<file path="config.mk">
export PLATFORM = sky130hd
export DESIGN_NAME = itcm_ctrl_flat
export DESIGN_NICKNAME = d
export VERILOG_FILES = /design/src/rtl/itcm_ctrl_if.sv /design/src/rtl/itcm_ctrl.sv /design/src/flat_wrapper.sv
export SDC_FILE = /design/constraint.sdc
export NUM_CORES = 1
export LEC_CHECK = 0
export CAP_MARGIN = 20
export CORE_AREA = 2 2 99 101
export DETAILED_ROUTE_END_ITERATION = 12
export DIE_AREA = 0 0 101 103
export PLACE_DENSITY = 0.79
export SYNTH_ARGS = -nofsm -noshare
export SYNTH_HDL_FRONTEND = slang
export SYNTH_SLANG_ARGS = --single-unit
</file>
<file path="constraint.sdc">
create_clock -name clk -period 3.8 [get_ports clk]
set_clock_uncertainty 0.1 [all_clocks]
set_input_delay 0.95 -clock clk [delete_from_list [all_inputs] [get_ports clk]]
set_output_delay 0.95 -clock clk [all_outputs]
set_load 0.01 [all_outputs]
</file>
<file path="src/rtl/itcm_ctrl_if.sv">
// itcm_ctrl_if: IFU/LSU command-response channels plus the ITCM RAM macro port.
`ifndef ITCM_RAM_AW
`define ITCM_RAM_AW 10
`endif
`ifndef ITCM_RAM_DW
`define ITCM_RAM_DW 32
`endif
`ifndef ITCM_RAM_MW
`define ITCM_RAM_MW 4
`endif

interface itcm_ctrl_if #(
  parameter int unsigned ADDR_W = 32,
  parameter int unsigned AW     = `ITCM_RAM_AW,
  parameter int unsigned DW     = `ITCM_RAM_DW,
  parameter int unsigned MW     = `ITCM_RAM_MW
) ();

  // Instruction-fetch port (read only)
  logic              ifu_cmd_valid;
  logic              ifu_cmd_ready;
  logic [ADDR_W-1:0] ifu_cmd_addr;
  logic              ifu_rsp_valid;
  logic              ifu_rsp_ready;
  logic [DW-1:0]     ifu_rsp_rdata;
  logic              ifu_rsp_err;

  // Load/store port
  logic              lsu_cmd_valid;
  logic              lsu_cmd_ready;
  logic              lsu_cmd_read;
  logic [ADDR_W-1:0] lsu_cmd_addr;
  logic [DW-1:0]     lsu_cmd_wdata;
  logic [MW-1:0]     lsu_cmd_wmask;
  logic              lsu_rsp_valid;
  logic              lsu_rsp_ready;
  logic [DW-1:0]     lsu_rsp_rdata;
  logic              lsu_rsp_err;

  // Single-port RAM macro
  logic              ram_we;
  logic [AW-1:0]     ram_addr;
  logic [DW-1:0]     ram_din;
  logic [MW-1:0]     ram_wem;
  logic [DW-1:0]     ram_dout;

  modport slave (
    input  ifu_cmd_valid, ifu_cmd_addr, ifu_rsp_ready,
    input  lsu_cmd_valid, lsu_cmd_read, lsu_cmd_addr, lsu_cmd_wdata, lsu_cmd_wmask, lsu_rsp_ready,
    input  ram_dout,
    output ifu_cmd_ready, ifu_rsp_valid, ifu_rsp_rdata, ifu_rsp_err,
    output lsu_cmd_ready, lsu_rsp_valid, lsu_rsp_rdata, lsu_rsp_err,
    output ram_we, ram_addr, ram_din, ram_wem
  );

  modport master (
    output ifu_cmd_valid, ifu_cmd_addr, ifu_rsp_ready,
    output lsu_cmd_valid, lsu_cmd_read, lsu_cmd_addr, lsu_cmd_wdata, lsu_cmd_wmask, lsu_rsp_ready,
    output ram_dout,
    input  ifu_cmd_ready, ifu_rsp_valid, ifu_rsp_rdata, ifu_rsp_err,
    input  lsu_cmd_ready, lsu_rsp_valid, lsu_rsp_rdata, lsu_rsp_err,
    input  ram_we, ram_addr, ram_din, ram_wem
  );

endinterface

</file>
<file path="src/rtl/itcm_ctrl.sv">
// itcm_ctrl: arbitrates IFU fetches and LSU loads/stores onto the single-port ITCM RAM,
// one transaction in flight, one response per accepted command.
`ifndef ITCM_RAM_AW
`define ITCM_RAM_AW 10
`endif
`ifndef ITCM_RAM_DW
`define ITCM_RAM_DW 32
`endif
`ifndef ITCM_RAM_MW
`define ITCM_RAM_MW 4
`endif

module itcm_ctrl #(
  parameter int unsigned ADDR_W     = 32,
  parameter int unsigned AW         = `ITCM_RAM_AW,
  parameter int unsigned DW         = `ITCM_RAM_DW,
  parameter int unsigned MW         = `ITCM_RAM_MW,
  parameter int unsigned STARVE_LIM = 4
) (
  input logic        clk,
  input logic        rst_n,
  itcm_ctrl_if.slave bus
);

  localparam int unsigned SW = $clog2(STARVE_LIM + 1);
  localparam logic [SW-1:0] STARVE_MAX = SW'(STARVE_LIM);

  typedef enum logic [1:0] {
    S_IDLE = 2'd0,
    S_RSP  = 2'd1,
    S_HOLD = 2'd2
  } state_e;

  state_e          state_q, state_d;
  logic            owner_q, owner_d;   // 1 = LSU owns the response, 0 = IFU
  logic            err_q, err_d;
  logic            zero_q, zero_d;     // response data forced to 0 (write or error)
  logic [DW-1:0]   hold_q, hold_d;
  logic [SW-1:0]   starve_q, starve_d;

  logic              owner_rsp_ready_c;
  logic              can_accept_c;
  logic              grant_ifu_c;
  logic              grant_lsu_c;
  logic              accept_c;
  logic              oor_c;
  logic [ADDR_W-1:0] sel_addr_c;
  logic [DW-1:0]     rsp_data_c;
  logic              unused_addr_lsb_c;

  // Arbitration: LSU priority, IFU forced in once the starve counter saturates
  always_comb begin
    owner_rsp_ready_c = owner_q ? bus.lsu_rsp_ready : bus.ifu_rsp_ready;
    can_accept_c      = (state_q == S_IDLE) || owner_rsp_ready_c;
    grant_ifu_c       = can_accept_c && bus.ifu_cmd_valid &&
                        (!bus.lsu_cmd_valid || (starve_q == STARVE_MAX));
    grant_lsu_c       = can_accept_c && bus.lsu_cmd_valid && !grant_ifu_c;
    accept_c          = grant_ifu_c || grant_lsu_c;
    sel_addr_c        = grant_lsu_c ? bus.lsu_cmd_addr : bus.ifu_cmd_addr;
    oor_c             = |sel_addr_c[ADDR_W-1:AW+2];
    rsp_data_c        = (state_q == S_RSP) ? (zero_q ? '0 : bus.ram_dout) : hold_q;
  end

  // Byte offset within a word carries no meaning for word-wide accesses
  assign unused_addr_lsb_c = ^{bus.ifu_cmd_addr[1:0], bus.lsu_cmd_addr[1:0]};

  // FSM state register
  always_ff @(posedge clk or negedge rst_n) begin
    if (!rst_n) state_q <= S_IDLE;
    else        state_q <= state_d;
  end

  // FSM next state: a retiring response may be replaced by a new one in the same cycle
  always_comb begin
    state_d = state_q;
    case (state_q)
      S_IDLE: begin
        if (accept_c) state_d = S_RSP;
      end
      S_RSP, S_HOLD: begin
        if (owner_rsp_ready_c) state_d = accept_c ? S_RSP : S_IDLE;
        else                   state_d = S_HOLD;
      end
      default: state_d = S_IDLE;
    endcase
  end

  // FSM outputs: handshakes and RAM drive in the accept cycle, response to the owner only
  always_comb begin
    bus.ifu_cmd_ready = 1'b0;
    bus.lsu_cmd_ready = 1'b0;
    bus.ram_we        = 1'b0;
    bus.ram_addr      = '0;
    bus.ram_din       = '0;
    bus.ram_wem       = {MW{1'b0}};
    bus.ifu_rsp_valid = 1'b0;
    bus.ifu_rsp_rdata = '0;
    bus.ifu_rsp_err   = 1'b0;
    bus.lsu_rsp_valid = 1'b0;
    bus.lsu_rsp_rdata = '0;
    bus.lsu_rsp_err   = 1'b0;
    if (rst_n && accept_c) begin
      bus.ifu_cmd_ready = grant_ifu_c;
      bus.lsu_cmd_ready = grant_lsu_c;
      bus.ram_addr      = sel_addr_c[AW+1:2];
      bus.ram_we        = grant_lsu_c && !bus.lsu_cmd_read && !oor_c;
      if (grant_lsu_c) begin
        bus.ram_din = bus.lsu_cmd_wdata;
        bus.ram_wem = bus.lsu_cmd_wmask;
      end
    end
    if (state_q != S_IDLE) begin
      if (owner_q) begin
        bus.lsu_rsp_valid = 1'b1;
        bus.lsu_rsp_rdata = rsp_data_c;
        bus.lsu_rsp_err   = err_q;
      end else begin
        bus.ifu_rsp_valid = 1'b1;
        bus.ifu_rsp_rdata = rsp_data_c;
        bus.ifu_rsp_err   = err_q;
      end
    end
  end

  // Transaction attributes, hold capture and starvation counter
  always_comb begin
    owner_d  = owner_q;
    err_d    = err_q;
    zero_d   = zero_q;
    hold_d   = hold_q;
    starve_d = starve_q;
    if (accept_c) begin
      owner_d = grant_lsu_c;
      err_d   = oor_c;
      zero_d  = oor_c || (grant_lsu_c && !bus.lsu_cmd_read);
    end
    // RAM output is only valid for one cycle; park it when the owner stalls
    if ((state_q == S_RSP) && !owner_rsp_ready_c) hold_d = rsp_data_c;
    if (grant_ifu_c || !bus.ifu_cmd_valid) begin
      starve_d = '0;
    end else if (grant_lsu_c && (starve_q != STARVE_MAX)) begin
      starve_d = starve_q + SW'(1);
    end
  end

  // Datapath registers
  always_ff @(posedge clk or negedge rst_n) begin
    if (!rst_n) begin
      owner_q  <= 1'b0;
      err_q    <= 1'b0;
      zero_q   <= 1'b0;
      hold_q   <= '0;
      starve_q <= '0;
    end else begin
      owner_q  <= owner_d;
      err_q    <= err_d;
      zero_q   <= zero_d;
      hold_q   <= hold_d;
      starve_q <= starve_d;
    end
  end

endmodule
</file>
<file path="src/flat_wrapper.sv">
// flat-port wrapper written by rule: the top's interface ports become plain ports
module itcm_ctrl_flat 
#(
  parameter int unsigned ADDR_W     = 32,
  parameter int unsigned AW         = `ITCM_RAM_AW,
  parameter int unsigned DW         = `ITCM_RAM_DW,
  parameter int unsigned MW         = `ITCM_RAM_MW,
  parameter int unsigned STARVE_LIM = 4
)
  (clk, rst_n, bus_ifu_cmd_valid, bus_ifu_cmd_addr, bus_ifu_rsp_ready, bus_lsu_cmd_valid, bus_lsu_cmd_read, bus_lsu_cmd_addr, bus_lsu_cmd_wdata, bus_lsu_cmd_wmask, bus_lsu_rsp_ready, bus_ram_dout, bus_ifu_cmd_ready, bus_ifu_rsp_valid, bus_ifu_rsp_rdata, bus_ifu_rsp_err, bus_lsu_cmd_ready, bus_lsu_rsp_valid, bus_lsu_rsp_rdata, bus_lsu_rsp_err, bus_ram_we, bus_ram_addr, bus_ram_din, bus_ram_wem);
  itcm_ctrl_if #(.ADDR_W(ADDR_W), .AW(AW), .DW(DW), .MW(MW)) bus_i ();
  input logic clk;
  input logic rst_n;
  input wire logic [$bits(bus_i.ifu_cmd_valid)-1:0] bus_ifu_cmd_valid;
  input wire logic [$bits(bus_i.ifu_cmd_addr)-1:0] bus_ifu_cmd_addr;
  input wire logic [$bits(bus_i.ifu_rsp_ready)-1:0] bus_ifu_rsp_ready;
  input wire logic [$bits(bus_i.lsu_cmd_valid)-1:0] bus_lsu_cmd_valid;
  input wire logic [$bits(bus_i.lsu_cmd_read)-1:0] bus_lsu_cmd_read;
  input wire logic [$bits(bus_i.lsu_cmd_addr)-1:0] bus_lsu_cmd_addr;
  input wire logic [$bits(bus_i.lsu_cmd_wdata)-1:0] bus_lsu_cmd_wdata;
  input wire logic [$bits(bus_i.lsu_cmd_wmask)-1:0] bus_lsu_cmd_wmask;
  input wire logic [$bits(bus_i.lsu_rsp_ready)-1:0] bus_lsu_rsp_ready;
  input wire logic [$bits(bus_i.ram_dout)-1:0] bus_ram_dout;
  output wire logic [$bits(bus_i.ifu_cmd_ready)-1:0] bus_ifu_cmd_ready;
  output wire logic [$bits(bus_i.ifu_rsp_valid)-1:0] bus_ifu_rsp_valid;
  output wire logic [$bits(bus_i.ifu_rsp_rdata)-1:0] bus_ifu_rsp_rdata;
  output wire logic [$bits(bus_i.ifu_rsp_err)-1:0] bus_ifu_rsp_err;
  output wire logic [$bits(bus_i.lsu_cmd_ready)-1:0] bus_lsu_cmd_ready;
  output wire logic [$bits(bus_i.lsu_rsp_valid)-1:0] bus_lsu_rsp_valid;
  output wire logic [$bits(bus_i.lsu_rsp_rdata)-1:0] bus_lsu_rsp_rdata;
  output wire logic [$bits(bus_i.lsu_rsp_err)-1:0] bus_lsu_rsp_err;
  output wire logic [$bits(bus_i.ram_we)-1:0] bus_ram_we;
  output wire logic [$bits(bus_i.ram_addr)-1:0] bus_ram_addr;
  output wire logic [$bits(bus_i.ram_din)-1:0] bus_ram_din;
  output wire logic [$bits(bus_i.ram_wem)-1:0] bus_ram_wem;
  assign bus_i.ifu_cmd_valid = bus_ifu_cmd_valid;
  assign bus_i.ifu_cmd_addr = bus_ifu_cmd_addr;
  assign bus_i.ifu_rsp_ready = bus_ifu_rsp_ready;
  assign bus_i.lsu_cmd_valid = bus_lsu_cmd_valid;
  assign bus_i.lsu_cmd_read = bus_lsu_cmd_read;
  assign bus_i.lsu_cmd_addr = bus_lsu_cmd_addr;
  assign bus_i.lsu_cmd_wdata = bus_lsu_cmd_wdata;
  assign bus_i.lsu_cmd_wmask = bus_lsu_cmd_wmask;
  assign bus_i.lsu_rsp_ready = bus_lsu_rsp_ready;
  assign bus_i.ram_dout = bus_ram_dout;
  assign bus_ifu_cmd_ready = bus_i.ifu_cmd_ready;
  assign bus_ifu_rsp_valid = bus_i.ifu_rsp_valid;
  assign bus_ifu_rsp_rdata = bus_i.ifu_rsp_rdata;
  assign bus_ifu_rsp_err = bus_i.ifu_rsp_err;
  assign bus_lsu_cmd_ready = bus_i.lsu_cmd_ready;
  assign bus_lsu_rsp_valid = bus_i.lsu_rsp_valid;
  assign bus_lsu_rsp_rdata = bus_i.lsu_rsp_rdata;
  assign bus_lsu_rsp_err = bus_i.lsu_rsp_err;
  assign bus_ram_we = bus_i.ram_we;
  assign bus_ram_addr = bus_i.ram_addr;
  assign bus_ram_din = bus_i.ram_din;
  assign bus_ram_wem = bus_i.ram_wem;
  itcm_ctrl #(.ADDR_W(ADDR_W), .AW(AW), .DW(DW), .MW(MW), .STARVE_LIM(STARVE_LIM)) u_core (.clk(clk), .rst_n(rst_n), .bus(bus_i));
endmodule
</file>
==> impl_metrics.toml, run 1 <==
[outcome]
status = "finished, final reports clean"

[drt]
drt_iter0_drc = 143
num_vias = 3644
routed_wl_um = 11000
viasPerCell = 4.80
avgRoutedWirePerCell_um = 14.5
drtAntennaViolNets = 0
drt_pass1_iterations = 4
drc = 0

[clocking]
cts_inserted_buffers = 5
clock_latency_ps = 280
cts_sinks = 40
clk_pin_slew_ps = 80
clockBufferDepth = 2
cts_root_buffer = "clkbuf_8"
htree_levels = 2
cts_tree = "built"

[global_routing]
grt_remaining_overflow = 0
antenna_found_initial = 1
grt_pass1_vias = 3484
grt_max_degree = 65
grt_pass1_wl_um = 16600
grtUsageTotal = 0.201

[flow_run]
cap_violations = 0

[placed_design]
gp_congestion = 0.773
port_buffers = 251
dp_hpwl_um = 8880

[final_layout]
multiInputGateArea_um2 = 1860
drive_gt1_frac = 0.124
fillers = 839
final_common_cell = "clkdlybuf4s50_1"
seqCellArea_um2 = 1000
syn2layout_area_growth_pct = 90.9
fin_nets = 787
layout_common_cells = "clkdlybuf4s50_1, nor2_1, nand2_1"

[floorplan]
die_area_um2 = 10400
die_w_um = 101
start_util = 0.325
core-area_um2 = 9460
die_h_um = 103
io-pin-count = 256
core.rowCount = 36

[setup_path]
crit_path_cell_trace = "clkdlybuf4s50_1, mux2_4, o211ai_4, buf_12, buf_4, mux2i_2, nor2_1, dlygate4sd2_1"
startpoint_type = "input port"
setup.reg_to_reg.worst_slack_ps = 1540
worst_path_max_delay_cell = "clkdlybuf4s50_1"
cp.arrival_ps = 2670
path_max_fanout = 8
max_stage_delay_ps = 400
path_class = "in2out"
crit_required_ps = 2750
worst_setup_path_end_kind = "output port"

[sta]
maxSlewViolCount = 0
tightest_slew_ps = 777
fin_crit_sh = 0.978
hold_viol_final = 0
holdWs_ps = 384
setup_viol = 0
period_minus_slack_ps = 3720
max-slew-margin-rel = 0.482
fin_tns_setup_ps = 0
max_freq_mhz = 269

[synth]
yosys_warnings = 0
syn_avg_cell_area_um2 = 7.88
yosys_register_bits = 40
yosysSeqAreaShare = 0.326
synth.distinct_cells = 39
synthesis.area_um2 = 3070
synth_fp_nets = 534
netlist_instances = 390

[pwr]
p_leak_nw = 2.55
p_per_area_nw_per_um2 = 452
peakVddDrop_mv = 0.222

[worst_hold_path]
min_path_type = "reg2reg"
==> metal layers <==
| metal | global-route usage | share of wire |
|---|---|---|
| met5 | 0 | 0 |
| met4 | 0.0551 | 0.017 |
| met3 | 0.0434 | 0.066 |
| met2 | 0.351 | 0.50 |
| met1 | 0.251 | 0.41 |
==> cells in the mapped netlist, drive strengths merged <==
| library cell | count | area share |
|---|---|---|
| and4b | 1 | 0.0033 |
| nand2 | 73 | 0.089 |
| nor3 | 2 | 0.0033 |
| a2111oi | 1 | 0.0049 |
| inv | 10 | 0.012 |
| nand3 | 3 | 0.0049 |
| nor2 | 79 | 0.10 |
| dfrtp | 40 | 0.33 |
| mux2 | 1 | 0.0049 |
| o31ai | 2 | 0.0049 |
| o21bai | 1 | 0.0024 |
| o22ai | 1 | 0.0065 |
| a31o | 1 | 0.0029 |
| o2bb2ai | 1 | 0.0029 |
| nor3b | 2 | 0.0049 |
| o211ai | 3 | 0.012 |
| ha | 5 | 0.020 |
| and2 | 36 | 0.073 |
| nand3b | 1 | 0.0024 |
| clkbuf | 9 | 0.012 |
| a21boi | 4 | 0.0098 |
| a22oi | 32 | 0.078 |
| buf | 21 | 0.054 |
| or2 | 2 | 0.0041 |
| clkinv | 1 | 0.0012 |
| mux2i | 11 | 0.036 |
| o21ai | 34 | 0.096 |
| nand2b | 1 | 0.0020 |
| o211a | 1 | 0.0033 |
| nor4 | 11 | 0.022 |
==> cell type report <==
class / instances / share of cell area
inverters: 11 / 0.00704
clock inverters: 2 / 0.00597
diodes: 1 / 0.000427
clock buffers: 6 / 0.0124
flip-flops and latches: 40 / 0.171
multi-input cells: 309 / 0.317
repair buffers: 276 / 0.463
well taps: 114 / 0.0243
==> through the flow <==
| stage | setup WS [ps] | utilization | power [mW] | instances | cell area (um2) |
|---|---|---|---|---|---|
| CTS | 1.56 | 0.614 | 2.66 | 755 | 5810 |
| finish | 82.2 | 0.620 | 2.65 | 759 | 5860 |
| global route | -13.7 | 0.620 | 2.87 | 758 | 5860 |
| detailed placement | -141 | 0.605 | 2.32 | 743 | 5720 |
| global placement | -82.8 | 0.605 | 2.27 | 743 | 5720 |
| floorplan | 795 | - | 1.64 | 390 | 3070 |
==> repair_timing <==
action                     4_1_cts  5_1_grt
buffers inserted                 4        3
resized for setup               45        9
hold buffers                     0        0
setup endpoints to repair       46        7
==> sequential cells by signal, summed over array words and instances (netlist names) <==
name             count
u_core.err_q         1
u_core.hold_q       32
u_core.owner_q       1
u_core.starve_q      3
u_core.state_q       2
u_core.zero_q        1
==> path summary, 6_finish.rpt <==
path	from	endpoint	cells past startpoint
min reg2reg	u_core.hold_q[29]	u_core.hold_q[29]	2
max	bus_ifu_rsp_ready	bus_ram_addr[9]	8
max reg2reg	u_core.state_q[0]	u_core.zero_q	8
min in group asynchronous	rst_n	u_core.starve_q[1]	2
max in group asynchronous	rst_n	u_core.hold_q[5]	2
min	u_core.hold_q[29]	u_core.hold_q[29]	2
==> kinds of logic (layout without fill, tap and decap cells) <==
family / count (synthesis) / count (layout) / share of synthesized area
AOI/OAI and AO/OA: 81 / 81 / 0.223
adders and majority gates: 5 / 5 / 0.0204
DFF: 40 / 40 / 0.326
other: 0 / 1 / 0
buffers and inverters: 41 / 295 / 0.0794
and+or+nand+nor: 211 / 211 / 0.310
muxes: 12 / 12 / 0.0407
==> where the power goes <==
part,internal (mW),switching (mW)
Clock,0.195,0.146
Sequential,0.562,0.0825
Combinational,0.779,0.885
Total,1.54,1.11
==> critical path, delay by kind of cell <==
kind                   cells  cell delay [ps]
AOI/OAI and AO/OA          1              200
and+or+nand+nor            1               60
muxes                      2              510
buffers and inverters      4              960
(Power assumes the default switching activity.)
==> inputs of run 2 (changes only) <==
Settings changed: CAP_MARGIN 20 to not set.
==> results of run 2 <==
No change in the layout: final DEF, timing and power equal those of run 1.
